===== src/rtl/motion_sensor_filter.sv =====
// PIR sensor conditioning: 2-flop sync, debounce and a
// hold-extended presence FSM with edge pulses and event count.
module motion_sensor_filter #(
  parameter int CLK_HZ          = 50_000_000,
  parameter int DEBOUNCE_CYCLES = 500_000,
  parameter int HOLD_SECONDS    = 30
) (
  input  logic        CLOCK_50,
  input  logic        reset_n,
  input  logic        GPIO,
  output logic        motion,
  output logic        motion_rise,
  output logic        motion_fall,
  output logic [7:0]  hold_remaining,
  output logic [15:0] event_count
);

  localparam int PW = (CLK_HZ > 1) ? $clog2(CLK_HZ) : 1;
  localparam logic [PW-1:0] P_MAX   = PW'(CLK_HZ - 1);
  localparam logic [19:0]   DB_MAX  = 20'(DEBOUNCE_CYCLES - 1);
  localparam logic [7:0]    HOLD_LD = 8'(HOLD_SECONDS);

  typedef enum logic [1:0] {IDLE, ACTIVE, HOLD} state_t;

  state_t          state, next_state;
  logic            s1, s2;
  logic            db;
  logic [19:0]     db_cnt;
  logic [PW-1:0]   presc, presc_d;
  logic            tick;
  logic            motion_d, rise_d, fall_d;
  logic [7:0]      hold_d;
  logic [15:0]     count_d;

  // Two-flop synchronizer; the only logic touching GPIO.
  always_ff @(posedge CLOCK_50 or posedge reset_n) begin
    if (reset_n) begin
      s1 <= 1'b0;
      s2 <= 1'b0;
    end else begin
      s1 <= GPIO;
      s2 <= s1;
    end
  end

  // Debounce: toggle db after DEBOUNCE_CYCLES differing edges in a row.
  always_ff @(posedge CLOCK_50 or posedge reset_n) begin
    if (reset_n) begin
      db_cnt <= '0;
      db     <= 1'b0;
    end else if (s2 == db) begin
      db_cnt <= '0;
    end else if (db_cnt == DB_MAX) begin
      db_cnt <= '0;
      db     <= ~db;
    end else begin
      db_cnt <= db_cnt + 20'd1;
    end
  end

  assign tick = (state == HOLD) && (presc == P_MAX);

  // State register.
  always_ff @(posedge CLOCK_50 or posedge reset_n) begin
    if (reset_n) state <= IDLE;
    else         state <= next_state;
  end

  // Next-state logic; db wins over a simultaneous tick in HOLD.
  always_comb begin
    next_state = state;
    unique case (state)
      IDLE:    if (db) next_state = ACTIVE;
      ACTIVE:  if (!db) next_state = (HOLD_SECONDS == 0) ? IDLE : HOLD;
      HOLD: begin
        if (db)
          next_state = ACTIVE;
        else if (tick && hold_remaining == 8'd1)
          next_state = IDLE;
      end
      default: next_state = IDLE;
    endcase
  end

  // Next values of the registered outputs and the prescaler.
  always_comb begin
    motion_d = motion;
    rise_d   = 1'b0;
    fall_d   = 1'b0;
    hold_d   = hold_remaining;
    count_d  = event_count;
    presc_d  = '0;
    unique case (state)
      IDLE: begin
        if (db) begin
          motion_d = 1'b1;
          rise_d   = 1'b1;
          if (event_count != 16'hFFFF)
            count_d = event_count + 16'd1;
        end
      end
      ACTIVE: begin
        if (!db) begin
          if (HOLD_SECONDS == 0) begin
            motion_d = 1'b0;
            fall_d   = 1'b1;
          end else begin
            hold_d = HOLD_LD;
          end
        end
      end
      HOLD: begin
        if (db) begin
          hold_d = 8'd0;
        end else if (tick) begin
          hold_d = hold_remaining - 8'd1;
          if (hold_remaining == 8'd1) begin
            motion_d = 1'b0;
            fall_d   = 1'b1;
          end
        end else begin
          presc_d = presc + PW'(1);
        end
      end
      default: hold_d = 8'd0;
    endcase
  end

  // Output and prescaler registers.
  always_ff @(posedge CLOCK_50 or posedge reset_n) begin
    if (reset_n) begin
      motion         <= 1'b0;
      motion_rise    <= 1'b0;
      motion_fall    <= 1'b0;
      hold_remaining <= 8'd0;
      event_count    <= 16'd0;
      presc          <= '0;
    end else begin
      motion         <= motion_d;
      motion_rise    <= rise_d;
      motion_fall    <= fall_d;
      hold_remaining <= hold_d;
      event_count    <= count_d;
      presc          <= presc_d;
    end
  end

endmodule


===== config.mk =====
export PLATFORM = sky130hd
export DESIGN_NAME = motion_sensor_filter
export DESIGN_NICKNAME = d
export VERILOG_FILES = /design/src/rtl/motion_sensor_filter.sv
export SDC_FILE = /design/constraint.sdc
export NUM_CORES = 1
export LEC_CHECK = 0
export ABC_AREA = 1
export CELL_PAD_IN_SITES_DETAIL_PLACEMENT = 0
export CELL_PAD_IN_SITES_GLOBAL_PLACEMENT = 2
export CORE_MARGIN = 2
export CORE_UTILIZATION = 36
export CTS_BUF_LIST = sky130_fd_sc_hd__clkbuf_4 sky130_fd_sc_hd__clkbuf_8
export CTS_CLUSTER_SIZE = 16
export DETAILED_ROUTE_END_ITERATION = 12
export GPL_TIMING_DRIVEN = 0
export PLACE_DENSITY_LB_ADDON = 0.1
export SLEW_MARGIN = 30
export SYNTH_ARGS = -nofsm -noshare
export SYNTH_HDL_FRONTEND = slang
export SYNTH_SLANG_ARGS = --single-unit

===== constraint.sdc =====
create_clock -name CLOCK_50 -period 3.2 [get_ports CLOCK_50]
set_input_delay 0.96 -clock CLOCK_50 [delete_from_list [all_inputs] [get_ports CLOCK_50]]
set_output_delay 0.96 -clock CLOCK_50 [all_outputs]
set_load 0.005 [all_outputs]

==> results.md <==
* Die width at 117 µm
* Nets at 660
* H-Tree Depth at 3
* Setup TNS at 0 ps
* CTS Root Cell: clkbuf_8
* Outcome: finished, final reports clean
* Global route overflow at 0
* Crit path cell chain: clkdlybuf4s50_1
* Min-delay worst type: flop to flop
* I/O Buffers at 29
* CTS tree: yes
* Switching Share at 0.212
* RD Place Congestion at 0.811
* TritonCTS buffer count at 9
* Fillers at 1351
* Most used DFF post-synth: dfrtp_1
* WP data arrival at 1350 ps
* DRC at 0
* Seq/Total Area, Yosys at 0.425
* Synthesized cell area at 4590 µm²
* DR WL/cell at 12.8 µm
* Clock Latency Late Sink at 360 ps
* First-pass GRT wire length at 18400 µm
* Fmax at 433 MHz
* Critical Path RT at 2240 ps
* Fin Clk Skew at 9.95 ps
* Area grow syn2layout at 16.9%
* Largest net degree at the start of global routing at 45
* Synth Net Count at 619
* CORE AREA at 12500 µm²
* Detailed-route wire length at 10500 µm
* Slew Limit Fails at 0
* Die area at 13700 µm²
* Syn Area/Cell at 7.58 µm²
* Final setup fails at 0
* Combinational cell fraction of total power at 0.021
* GRT Overall Usage at 0.171
* Sw power at 0.406 mW
* Reg clk slew, reported paths at 80 ps
* Power Density at 357 nW/µm²
* Sink Count at 78
* CP Capture Type: primary output
* Pint at 1.51 mW
* Final worst-path cycle share at 0.722
* Routed vias at 3839
* Reg power frac at 0.517
* Largest stage delay on the critical path at 540 ps
* Final hold vios at 0
* Power share of the clock group at 0.462
* WP buf/inv at 1
* Fin crit period at 2310 ps
* Die height at 117 µm
* Antenna Cells at 0
* Antenna viol nets, final at 0
* Post-CTS setup buffers at 0
* Number of synthesized flops with an enable pin at 0
* Post-CTS Hold Fix Bufs at 0
* Flop2flop setup slack at 1320 ps
* Static Leakage at 2.30 nW
* Max-capacitance violation count at 0
* Relative slew slack at 0.640
* DR vias/cell at 4.66
* Mapped Cells at 606
* Library cells used by synthesis at 38
* RSZ-0062 raised after global routing: false
* Detail Placement HPWL at 7780 µm
* Synth Register Bits at 78
* Yosys warns at 0
* Slowest stage cell, crit path: clkdlybuf4s50_1
* IO Count at 30
* Min Hold Slack at 391 ps
* VDD IR-drop max at 0.120 mV
* Initial DRC Count at 154
* Worst Path Max Fanout at 5
* Initial antenna violation count at 0
* Share of cells above drive strength 1 at 0.115
* CTS resizes at 0
* Critical path launch point type: flop
* Tightest Pin Transition at 539 ps
* Starting Density at 0.367
* Crit path kind: flop to primary output
* CP top delay family: buffers and inverters
* Vias in the first global route at 3875
* Rows at 41
* Clock tree buffer depth at 2
* Drt pass-1 iters at 4
* Fraction of registers with async set/reset at 1.00
==> synthesized netlist by cell type, types with 4 or more instances <==
cell,instances,area share
nand2_1,151,0.12
nor2_1,91,0.074
dfrtp_1,78,0.43
inv_1,70,0.057
nand3_1,35,0.038
nor3_1,20,0.022
xor2_1,19,0.036
o21ai_0,18,0.020
a21oi_1,17,0.019
nand4_1,14,0.019
nand2_2,11,0.015
ha_1,10,0.027
nor2_2,8,0.011
inv_2,7,0.0057
o21ai_2,6,0.011
nor2_4,5,0.012
nor3b_1,5,0.0082
o21ai_1,5,0.0055
xnor2_1,4,0.0076
==> flip-flops by register name, indices dropped and copies added (netlist names) <==
signal	count
presc	26
db	1
motion_rise	1
event_count	16
hold_remaining	8
state	2
db_cnt	20
s1	1
s2	1
motion_fall	1
motion	1
==> through the flow <==
| step | util | instance area (µm²) | total power, mW | std cells | setup WS, ps |
|---|---|---|---|---|---|
| after CTS | 0.429 | 5370 | 1.96 | 824 | 857 |
| after global placement | 0.407 | 5100 | 1.05 | 807 | -1270 |
| after floorplan | - | 4590 | 1.03 | 606 | 245 |
| after detailed placement | 0.410 | 5130 | 1.05 | 808 | 1260 |
| after global routing | 0.429 | 5370 | 2.00 | 824 | 798 |
| final | 0.429 | 5370 | 1.92 | 824 | 888 |
==> worst paths after layout <==
path | from | depth (start not counted) | to
setup / recovery | event_count[5]$_DFFE_PP0P_ | 1 | event_count[5]
hold / removal | s1$_DFF_PP0_ | 0 | s2$_DFF_PP0_
setup reg to reg | event_count[0]$_DFFE_PP0P_ | 9 | event_count[14]$_DFFE_PP0P_
hold reg to reg | s1$_DFF_PP0_ | 0 | s2$_DFF_PP0_
max in group asynchronous | reset_n | 3 | presc[10]$_DFF_PP0_
min in group asynchronous | reset_n | 2 | db_cnt[0]$_DFF_PP0_
==> cell usage in the layout (no fill, tap or decap), types with 3 or more instances in the layout <==
cell type	Yosys	final
dfrtp_1	78	78
o21ai_2	6	6
nor3_1	20	20
nand3_1	35	35
nand2_2	11	11
nor2_4	5	5
xnor2_1	4	4
nor3_2	3	3
nor4_1	3	3
clkdlybuf4s50_1	0	29
nand2_1	151	151
clkbuf_8	0	12
nor2_2	8	8
a21oi_1	17	17
ha_1	10	10
xor2_1	19	19
o21ai_1	5	5
nand4_1	14	14
o21ai_0	18	18
buf_6	3	3
inv_1	70	69
nor3b_1	5	5
inv_2	7	7
nor2_1	91	91
==> layout make-up <==
type | instances | area (µm²) | area share
tap | 172 | 215 | 0.0401
buffer | 7 | 58.8 | 0.0110
inverter | 79 | 304 | 0.0567
multi-input combinational | 442 | 2280 | 0.425
clock inverter | 3 | 65.1 | 0.0121
timing repair buffer | 30 | 318 | 0.0592
sequential | 78 | 1950 | 0.364
clock buffer | 13 | 173 | 0.0322
==> logic make-up after synthesis <==
family | share of synthesized area
buffers and inverters | 0.0779
xor gates and xnor gates | 0.0439
AOI/OAI and AO/OA | 0.0600
adders and majority gates | 0.0273
and+or+nand+nor | 0.366
DFF | 0.425
==> per-layer routing <==
layer,vias up,GRT usage,routed length (µm)
met5,-,0,0
met4,0,0.0659,165
met3,11,0.0294,224
met2,34,0.264,4640
met1,1795,0.242,5500
li1,1999,-,-
==> power by group through the flow <==
| stage | Sequential, mW | Combinational, mW | Clock, mW |
|---|---|---|---|
| global route | 0.992 | 0.0465 | 0.961 |
| CTS | 0.991 | 0.0425 | 0.922 |
| finish | 0.991 | 0.0394 | 0.885 |
| global placement | 1.01 | 0.0362 | 0 |
| floorplan | 1.01 | 0.0236 | 0 |
| detailed placement | 1.01 | 0.0424 | 0 |
(Power assumes the default switching activity.)
